`config.mk`:
```
export PLATFORM = sky130hd
export DESIGN_NAME = uart_rx
export DESIGN_NICKNAME = d
export VERILOG_FILES = /design/src/rtl/uart_rx.sv
export SDC_FILE = /design/constraint.sdc
export NUM_CORES = 1
export LEC_CHECK = 0
export CORE_ASPECT_RATIO = 1.5
export CORE_MARGIN = 3
export CORE_UTILIZATION = 40
export DETAILED_ROUTE_END_ITERATION = 8
export MAX_ROUTING_LAYER = met4
export SLEW_MARGIN = 20
export SYNTH_ARGS = -nofsm -noshare
export SYNTH_HDL_FRONTEND = slang
export SYNTH_SLANG_ARGS = --single-unit
```
`constraint.sdc`:
```
create_clock -name sys_clk -period 1.5 [get_ports sys_clk]
set_input_delay 0.15 -clock sys_clk [delete_from_list [all_inputs] [get_ports sys_clk]]
set_output_delay 0.15 -clock sys_clk [all_outputs]
set_load 0.01 [all_outputs]
```
`src/rtl/uart_rx.sv`:
```
// 8N1 UART receiver: synchronises the serial line, frames start/data/stop bits on the
// baud generator's mid-bit strobe and emits one-cycle valid or framing-error pulses.
module uart_rx #(
   parameter int DATA_BITS = 8
) (
   input  logic                 sys_clk,
   input  logic                 sys_rstn,
   input  logic                 rs232_rx,
   input  logic                 clk_bps,
   output logic                 bps_start,
   output logic [DATA_BITS-1:0] rx_data,
   output logic                 rx_valid,
   output logic                 rx_frame_err
);

   localparam int CNT_W = $clog2(DATA_BITS + 1);
   localparam logic [CNT_W-1:0] LAST_BIT = CNT_W'(DATA_BITS - 1);

   localparam logic [1:0] IDLE  = 2'd0;
   localparam logic [1:0] START = 2'd1;
   localparam logic [1:0] DATA  = 2'd2;
   localparam logic [1:0] STOP  = 2'd3;

   logic                 rx_s1;
   logic                 rx_s2;
   logic                 rx_s3;
   logic                 rx_fall;
   logic [1:0]           state;
   logic [CNT_W-1:0]     bit_cnt;
   logic [DATA_BITS-1:0] shift_reg;

   // Line synchroniser; s3 is a pure delay used only for edge detection
   always_ff @(posedge sys_clk or negedge sys_rstn) begin
      if (!sys_rstn) begin
         rx_s1 <= 1'b1;
         rx_s2 <= 1'b1;
         rx_s3 <= 1'b1;
      end else begin
         rx_s1 <= rs232_rx;
         rx_s2 <= rx_s1;
         rx_s3 <= rx_s2;
      end
   end

   assign rx_fall = rx_s3 & ~rx_s2;

   // Frame FSM; a held-low line produces no new edge, so a break never restarts it
   always_ff @(posedge sys_clk or negedge sys_rstn) begin
      if (!sys_rstn) begin
         state        <= IDLE;
         bps_start    <= 1'b0;
         bit_cnt      <= '0;
         shift_reg    <= '0;
         rx_data      <= '0;
         rx_valid     <= 1'b0;
         rx_frame_err <= 1'b0;
      end else begin
         rx_valid     <= 1'b0;
         rx_frame_err <= 1'b0;
         case (state)
            IDLE: begin
               if (rx_fall) begin
                  state     <= START;
                  bps_start <= 1'b1;
               end
            end
            START: begin
               if (clk_bps) begin
                  if (!rx_s2) begin
                     state   <= DATA;
                     bit_cnt <= '0;
                  end else begin
                     state     <= IDLE;
                     bps_start <= 1'b0;
                  end
               end
            end
            DATA: begin
               if (clk_bps) begin
                  shift_reg <= {rx_s2, shift_reg[DATA_BITS-1:1]};
                  bit_cnt   <= bit_cnt + 1'b1;
                  if (bit_cnt == LAST_BIT) begin
                     state <= STOP;
                  end
               end
            end
            STOP: begin
               if (clk_bps) begin
                  if (rx_s2) begin
                     rx_data  <= shift_reg;
                     rx_valid <= 1'b1;
                  end else begin
                     rx_frame_err <= 1'b1;
                  end
                  state     <= IDLE;
                  bps_start <= 1'b0;
               end
            end
            default: begin
               state     <= IDLE;
               bps_start <= 1'b0;
            end
         endcase
      end
   end

endmodule

```
Word level (Yosys, flattened, before mapping)
Index checks and enable logic that the tools add are counted.
Cells by class
  add/sub/neg operators: 1
  multiplexer cells: 22
  bitwise logic cells: 2
  equality and inequality tests: 11
  reduce and logical (&&, ||, !) cells: 8
Operator list (count)
  $ne 2x2->1 const B: 7
  $mux 2: 6
  $mux 4: 3
  $mux 1: 10
  $reduce_and 5->1: 2
  $pmux 2 s4: 1
  $pmux 4 s2: 1
  $add 4x1->4 const B: 1
  $eq 2x2->1 const B: 2
  $eq 4x3->1 const B: 1
  $reduce_and 4->1: 1
  $pmux 1 s3: 1
  $reduce_and 3->1: 1
  $reduce_bool 3->1: 1
  $eq 2x1->1 const B: 1
  $logic_not 2->1: 1
  $reduce_and 2->1: 1
  $reduce_bool 2->1: 1
  $and 1x1->1: 1
  $not 1->1: 1
Word-level totals
  output and inout bits: 11
  bits of input ports: 4
  register bits: 28

Depth between registers and ports, before layout
Gate-level depths: netlist of the first run.
  word-level depth: 4
  mapped depth: 5

Worst setup path after synthesis of the first run
OpenSTA, ideal clock, no wires.
  path kind: register to register
  start point: register rx_s2
  end point: register rx_data[0]
  cell stages (with the launch flop): 3
  setup slack: 313 ps
  arrival: 1062 ps
  data required time: 1375 ps
  buffers on the path: 0
  path through: dfstp_2 > nand4_2 > mux2_2
Between the ends
  longest elaborated chain between the ends: 1
Ends and longest elaborated chain
  from (decl): RTL line 25  | logic rx_s2;
  from (signal assigned): RTL line 40  | rx_s2 <= rx_s1;
  $reduce_and 3->1 (no line)
  to (signal assigned): RTL line 90  | rx_data <= shift_reg;
  to (decl): RTL line 11  | output logic [DATA_BITS-1:0] rx_data,
No other way between the ends.
A chain may end at the register's enable or synchronous reset.

Worst setup path in the final report of the first run
  start point: register bps_start
  end point: output bps_start
RTL lines
  from (decl): RTL line 10  | output logic bps_start,
  from (signal assigned): RTL line 51  | bps_start <= 1'b0;
  from (signal assigned): RTL line 64  | bps_start <= 1'b1;
  from (signal assigned): RTL line 74  | bps_start <= 1'b0;
No word-level cell between the ends.

==> impl_metrics.yaml, run 1 <==
sta:
  worst_pin_slew_ns: 0.3379
  rsz0062_at_grt: "false"
  finalMaxSlewViolations: 0
  tns_ns: 0
  period_needed_ns: 1.390
  clock.fmax_ghz: 0.7196
  setup_ws_ns: 0.1103
  slew_headroom_pct: 77.47
  skew_ns: 0.002055
  finalCritPeriodShare_pct: 92.65
  hold_viol: 0
  finalSetupViolations: 0
place:
  hpwl_um: 1251
  gp_congestion: 0.7566
  io_buffers: 14
  pre_cts_ws_ns: 0.05822
  placed_area_mm2: 0.001320
final_layout:
  drive_gt1_share_pct: 30.69
  diodes: 0
  final_cell_area_mm2: 0.001356
  fin_nets: 107
  syn_to_final_growth_pct: 21.66
clocking:
  numClockSinks: 28
  cts_buffer_depth: 2
  cts_max_level: 1
  clockRootBuffer: "clkbuf_4"
  cts_tree: "done"
  clk_pin_slew_ns: 0.14
  postCtsSetupRepairBufs: 0
  cts_resized: 0
  insertion_delay_ns: 0.31
  numCtsBuffers: 3
  cts_hold_buf: 0
worst_setup_path:
  slowest_stage: "clkdlybuf4s50_1"
  slowest_delay_ns: 0.54
  cp_top_family: "buffers and inverters"
  cp-end-kind: "primary output"
  path_class: "register to primary output"
  path_buf_inv: 1
  crit_path_max_fanout: 3
  worstPathCellList: "clkdlybuf4s50_1"
  crit_path_start_kind: "register"
  critical_path_arrival_ns: 1.24
  critPathRequiredTime_ns: 1.35
logic_synthesis:
  ys_types: 25
  syn_inst: 81
  synth_area_mm2: 0.001115
  syn_nets: 86
  synth_area_per_cell_um2: 13.76
  ys_warn_count: 0
  ys_seq_area_share_pct: 63.19
  synth-seq-cells: 28
run:
  drv_cap: 0
grt:
  globalRouteMet1Util_pct: 14.40
  grt-ovfl-total: 0
  grt_pass1_vias: 678
  antenna_found_initial: 0
  grt_usage_pct: 12.37
  grt_util_met3_pct: 3.368
  met2_usage_pct: 19.70
  grt_start_max_net_pins: 29
  busiest_layer: "met2"
  grt_pass1_wl_um: 3236
floorplanning:
  start_util_pct: 43.55
  core_area_mm2: 0.002560
  die-height_um: 70.66
  die_area_mm2: 0.003470
  io_pins: 15
  die_x_um: 49.11
  rows: 22
pwr:
  p_per_area_mw_per_mm2: 1613
  clockPowerShare_pct: 16.0
  combinationalPowerShare_pct: 31.4
  p_sw_mw: 0.6606
  pwr-share-seq_pct: 52.6
  p_leak_nw: 0.6378
  max-vdd-ir-drop_uv: 971.0
  p_int_mw: 1.527
  p_sw_share_pct: 30.19
run_status:
  outcome: "complete, no violations"
routing:
  remaining_drc_errors: 0
  ant_nets: 0
  num_vias: 675
  wl_per_cell_um: 13.09
  finalWirelength_um: 1793
  vias_per_cell: 4.927
  drtIter0Drc: 24
  dr.pass1.iters: 2
worst_hold_path:
  hold_class: "input port to async pin"
[metal layers]
layer	routed length, um	share of wire [%]
met5	0	0
met4	22	1.2
met3	77	4.3
met2	879	49
met1	813	45
[cells in the final DEF, fill, tap and decap left out, drive strengths merged]
master | netlist | layout
dfstp | 3 | 3
dfrtp | 25 | 25
o21ai | 1 | 1
buf | 1 | 4
o31ai | 1 | 1
nor2 | 4 | 4
and3 | 1 | 1
a21oi | 7 | 7
nand4 | 2 | 2
mux2i | 1 | 1
nand3b | 2 | 2
nor3b | 1 | 1
and2b | 1 | 1
inv | 3 | 3
and4 | 2 | 2
ha | 1 | 1
clkbuf | 1 | 4
clkdlybuf4s50 | 0 | 14
nor3 | 2 | 2
o22ai | 1 | 1
nand2 | 4 | 4
o31a | 1 | 1
mux2 | 16 | 16
[power by group through the flow]
stage	clock [mW]	sequential, mW	combinational (mW)
6_report	0.350	1.15	0.686
2_1_floorplan	0	1.15	0.419
5_1_grt	0.407	1.18	0.765
3_5_place_dp	0	1.17	0.690
3_3_place_gp	0	1.16	0.679
4_1_cts	0.370	1.15	0.698
[metrics by stage]
stage / total power [mW] / utilization, % / std cells / hold slack, ns
2_1_floorplan: 1.566 / - / 81 / -0.1456
3_3_place_gp: 1.842 / 51.56 / 133 / 0.3457
3_5_place_dp: 1.859 / 51.56 / 133 / 0.3472
4_1_cts: 2.221 / 52.98 / 137 / 0.1973
5_1_grt: 2.355 / 52.98 / 137 / 0.1888
6_report: 2.188 / 52.98 / 137 / 0.1892
[Yosys cell counts]
cell type  count  area [um^2]
nor3_2         1        10.01
nand2_1        4        15.01
nor3b_1        1        7.510
and2b_4        1        10.01
dfrtp_1       25        625.6
ha_1           1        12.51
a21oi_1        7        35.03
o22ai_1        1        6.260
clkbuf_2       1        5.000
inv_1          3        11.26
mux2i_1        1        10.01
nand4_1        1        6.260
dfstp_2        3        78.83
nand3b_1       1        7.510
and3_1         1        6.260
nor2_1         4        15.01
nand4_2        1        12.51
o31a_1         1        8.760
o31ai_1        1        7.510
and4_1         2        17.52
nor3_1         1        5.000
buf_2          1        5.000
mux2_2        16        180.2
nand3b_2       1        11.26
o21ai_0        1        5.000
[cell type report]
cell class                 instances  area, um^2
clock buffer                       4       36.28
fill                             218        1204
inverter                           3       11.26
multi-input combinational         48       389.1
sequential                        28       704.4
tap                               36       45.04
timing repair buffer              18       170.2
[worst paths after layout]
check / cells past startpoint / slack [ns] / end / start
min: 2 / 0.19 / rx_frame_err$_DFF_PN0_ / sys_rstn
max reg2reg: 2 / 0.19 / shift_reg[1]$_DFFE_PN0P_ / state[0]$_DFFE_PN0P_
max: 1 / 0.11 / bps_start / bps_start$_DFFE_PN0P_
min reg2reg: 0 / 0.37 / rx_s2$_DFF_PN1_ / rx_s1$_DFF_PN1_
min in group sys_clk: 1 / 0.22 / rx_s1$_DFF_PN1_ / rs232_rx
max in group asynchronous: 2 / 1.01 / rx_s3$_DFF_PN1_ / sys_rstn
[kinds of logic (layout without fill, tap and decap cells)]
logic type | after synthesis | count (layout) | synth area share, %
multiplexers | 17 | 17 | 17.06
adder cells (fa/ha/maj) | 1 | 1 | 1.122
AND/OR/NAND/NOR | 19 | 19 | 11.11
flip-flops | 28 | 28 | 63.19
buffers and inverters | 5 | 25 | 1.907
AO/OA/AOI/OAI | 11 | 11 | 5.612
Note: power is estimated with default switching activity, not from simulation.
==> inputs of run 2 (changes only) <==
- REMOVE_ABC_BUFFERS: unset -> 1
==> run 2 against run 1 <==
Global-route usage increased by 0.13 points. Combinational power decreased by 1%. Sequential power about the same. Hold slack got worse by 0.017 ns. Sequential share of layout area unchanged. Non-clock buffer count unchanged. Fmax decreased by 0.69%. Core utilization unchanged. Critical endpoint unchanged.
==> impl_metrics.yaml, run 2 (synthesized netlist as in run 1, its figures left out) <==
run_status:
  outcome: "complete, no violations"
worst_hold_path:
  hold_class: "input port to async pin"
floorplanning:
  core_area_mm2: 0.002560
  die-height_um: 70.66
  start_util_pct: 43.55
  rows: 22
  io_pins: 15
  die_x_um: 49.11
  die_area_mm2: 0.003470
grt:
  grt_pass1_wl_um: 3305
  antenna_found_initial: 0
  grt_pass1_vias: 747
  grt_usage_pct: 12.51
  grt-ovfl-total: 0
  grt_start_max_net_pins: 29
routing:
  remaining_drc_errors: 0
  wl_per_cell_um: 12.94
  vias_per_cell: 4.956
  finalWirelength_um: 1773
  num_vias: 679
  drtIter0Drc: 8
  ant_nets: 0
  dr.pass1.iters: 4
final_layout:
  regArea_um2: 704.4
  drive_gt1_share_pct: 30.69
  multi_input_area_um2: 389.1
  syn_to_final_growth_pct: 21.66
  final_cell_mix: "dfrtp_1, mux2_2, clkdlybuf4s50_1"
  nFillCells: 232
  fin_cells: 137
  diodes: 0
  layout_commonest_cell: "dfrtp_1"
  fin_nets: 107
clocking:
  insertion_delay_ns: 0.32
  cts_max_level: 1
  cts_tree: "done"
  cts_resized: 0
  postCtsSetupRepairBufs: 0
  numCtsBuffers: 3
  clockRootBuffer: "clkbuf_4"
  clk_pin_slew_ns: 0.15
  cts_buffer_depth: 2
  cts_hold_buf: 0
  numClockSinks: 28
worst_setup_path:
  crit_path_max_fanout: 3
  slowest_delay_ns: 0.54
  slowest_stage: "clkdlybuf4s50_1"
  cp_top_family: "buffers and inverters"
  cp-end-kind: "primary output"
  critPathRequiredTime_ns: 1.35
  critical_path_arrival_ns: 1.25
  reg2reg_depth: 2
  path_class: "register to primary output"
  path_buf_inv: 1
  crit_path_start_kind: "register"
  cp.depth: 1
  worstPathCellList: "clkdlybuf4s50_1"
sta:
  finalMaxSlewViolations: 0
  skew_ns: 0.007530
  slew_headroom_pct: 77.62
  tns_ns: 0
  finalSetupViolations: 0
  finalCritPeriodShare_pct: 93.29
  period_needed_ns: 1.399
  rsz0062_at_grt: "false"
  hold_viol: 0
  clock.fmax_ghz: 0.7146
  worst_pin_slew_ns: 0.3357
pwr:
  max-vdd-ir-drop_uv: 950.8
  p_per_area_mw_per_mm2: 1616
  p_leak_nw: 0.6378
run:
  drv_cap: 0
place:
  hpwl_um: 1271
  io_buffers: 14
  gp_congestion: 0.6728
  dp.cells: 133
run 2: worst paths after layout:
path / start / slack, ns / end
worst min-delay path: sys_rstn / 0.17 / rx_frame_err$_DFF_PN0_
worst max-delay path: bps_start$_DFFE_PN0P_ / 0.10 / bps_start
max in group asynchronous: sys_rstn / 1.02 / rx_s1$_DFF_PN1_
min in group sys_clk: rs232_rx / 0.22 / rx_s1$_DFF_PN1_
worst min register to register: rx_s1$_DFF_PN1_ / 0.37 / rx_s2$_DFF_PN1_
worst max register to register: state[0]$_DFFE_PN0P_ / 0.19 / shift_reg[1]$_DFFE_PN0P_
run 2: per-stage QoR:
stage / worst slack (ns) / total power [mW] / area (um^2) / hold slack, ns / utilization (%)
after floorplan: 0.2355 / 1.544 / 1105 / -0.1456 / -
after global placement: 0.08871 / 1.844 / 1320 / 0.3456 / 51.56
after detailed placement: 0.06301 / 1.860 / 1320 / 0.3472 / 51.56
after CTS: 0.07338 / 2.225 / 1356 / 0.1840 / 52.98
after global routing: 0.03434 / 2.353 / 1356 / 0.2038 / 52.98
final: 0.1007 / 2.191 / 1356 / 0.1726 / 52.98
run 2: layout make-up:
type                            instances  share of cell area, %
Clock buffer                            4                  2.675
Tap cell                               36                  3.321
Inverter                                3                 0.8303
Sequential cell                        28                  51.94
Multi-Input combinational cell         48                  28.69
Timing Repair Buffer                   18                  12.55
run 2: per-layer routing:
metal	vias up	share of wire, %	GRT usage [%]
li1	327	-	-
met1	333	47	14.66
met2	15	48	20.30
met3	4	2.9	1.474
met4	0	2.2	7.595
met5	-	0	-
run 2: power by group:
part	switching, mW	internal (mW)	total [mW]
registers	0.179	0.974	1.15
logic	0.275	0.404	0.679
clock network	0.210	0.148	0.359
==> inputs of run 3 (changes only) <==
- SLEW_MARGIN: 20 -> unset
- clock period: 1.5 -> 1.4 ns (I/O delays scaled with it)
==> run 3 against run 2 <==
Worst setup slack got worse by 0.044 ns. Flip-flop and latch count stayed put. Count of clock-buffer cells in the layout unchanged. Die area unchanged. Clock skew is 0.0057 ns lower.
==> impl_metrics.yaml, run 3 (synthesized netlist as in run 1, its figures left out) <==
pwr:
  finalPower_mw: 2.337
  p_per_area_mw_per_mm2: 1695
  max-vdd-ir-drop_uv: 1002
  p_leak_nw: 0.7458
final_layout:
  fin_nets: 109
  drive_gt1_share_pct: 32.04
  syn_to_final_growth_pct: 23.68
  diodes: 0
  regArea_um2: 704.4
  multi_input_area_um2: 389.1
  nFillCells: 232
  layout_commonest_cell: "dfrtp_1"
  final_cell_mix: "dfrtp_1, mux2_2, a21oi_1"
floorplanning:
  die_area_mm2: 0.003470
  die-height_um: 70.66
  core_area_mm2: 0.002560
  rows: 22
  io_pins: 15
  start_util_pct: 43.55
  die_x_um: 49.11
routing:
  num_vias: 688
  finalWirelength_um: 1893
  vias_per_cell: 4.950
  ant_nets: 0
  dr.pass1.iters: 4
  drtIter0Drc: 12
  remaining_drc_errors: 0
  wl_per_cell_um: 13.62
grt:
  grt_usage_pct: 12.97
  antenna_found_initial: 0
  grt_start_max_net_pins: 29
  grt_pass1_vias: 762
  grt-ovfl-total: 0
  grt_pass1_wl_um: 3401
run_status:
  outcome: "complete, no violations"
worst_hold_path:
  hold_class: "input port to async pin"
run:
  drv_cap: 0
sta:
  worst_pin_slew_ns: 0.3412
  rsz0062_at_grt: "false"
  hold_viol: 0
  finalMaxSlewViolations: 0
  period_needed_ns: 1.343
  finalSetupViolations: 0
  skew_ns: 0.001813
  clock.fmax_ghz: 0.7445
  finalCritPeriodShare_pct: 95.94
  slew_headroom_pct: 77.25
  setup_ws_ns: 0.05679
clocking:
  clk_pin_slew_ns: 0.14
  cts_buffer_depth: 2
  numClockSinks: 28
  insertion_delay_ns: 0.32
  numCtsBuffers: 3
  cts_tree: "done"
  cts_max_level: 1
  clockRootBuffer: "clkbuf_4"
place:
  io_buffers: 14
  hpwl_um: 1383
  gp_congestion: 0.6946
  pre_cts_ws_ns: -0.03979
worst_setup_path:
  path_buf_inv: 1
  worstPathCellList: "clkdlybuf4s50_1"
  cp_top_family: "buffers and inverters"
  critPathRequiredTime_ns: 1.26
  critical_path_arrival_ns: 1.20
  slowest_stage: "clkdlybuf4s50_1"
  path_class: "register to primary output"
  slowest_delay_ns: 0.53
  crit_path_max_fanout: 1
  crit_path_start_kind: "register"
  cp-end-kind: "primary output"
-- run 3: layer usage --
layer | share of wire (%) | routed length, um | track usage (%) | up-vias
met5 | 0 | 0 | - | -
met4 | 1.4 | 27 | 6.646 | 0
met3 | 4.1 | 77 | 3.368 | 4
met2 | 53 | 997 | 22.39 | 13
met1 | 42 | 791 | 13.32 | 342
li1 | - | - | - | 329
-- run 3: final timing paths --
kind | slack [ns] | cells after the start | end | from
max | 0.06 | 1 | rx_valid | rx_valid$_DFF_PN0_
min reg2reg | 0.37 | 0 | rx_s2$_DFF_PN1_ | rx_s1$_DFF_PN1_
max reg2reg | 0.12 | 4 | bit_cnt[3]$_DFFE_PN0P_ | rx_s2$_DFF_PN1_
min in group sys_clk | 0.20 | 1 | rx_s1$_DFF_PN1_ | rs232_rx
max in group asynchronous | 0.93 | 2 | rx_s3$_DFF_PN1_ | sys_rstn
min | 0.17 | 2 | rx_frame_err$_DFF_PN0_ | sys_rstn
-- run 3: layout make-up --
| class | instances | share of cell area (%) |
|---|---|---|
| repair buffers | 20 | 13.97 |
| flip-flops and latches | 28 | 51.09 |
| clock buffers | 4 | 2.632 |
| multi-input cells | 48 | 28.22 |
| inverters | 3 | 0.8167 |
| well taps | 36 | 3.267 |
-- run 3: power by group --
part / total (mW) / leakage [nW] / internal (mW) / switching (mW)
Sequential: 1.22 / 0.363 / 1.04 / 0.176
Combinational: 0.733 / 0.362 / 0.416 / 0.316
Clock: 0.384 / 0.0210 / 0.159 / 0.225
-- run 3: per-stage QoR --
stage	cell area (um^2)	instances	TNS [ns]	hold WS (ns)	util (%)
global placement	1335	135	0	0.3464	52.15
finish	1379	139	0	0.1658	53.86
floorplan	1105	79	0	-0.1556	-
global route	1379	139	0	0.1849	53.86
detailed placement	1335	135	-0.1340	0.3475	52.15
CTS	1366	139	0	0.1720	53.37
-- run 3: timing repair --
action | 4_1_cts | 5_1_grt
resized for setup | 4 | 5
hold buffers | 0 | 0
buffers inserted | 0 | 0
endpoints found under the setup margin | 4 | 5
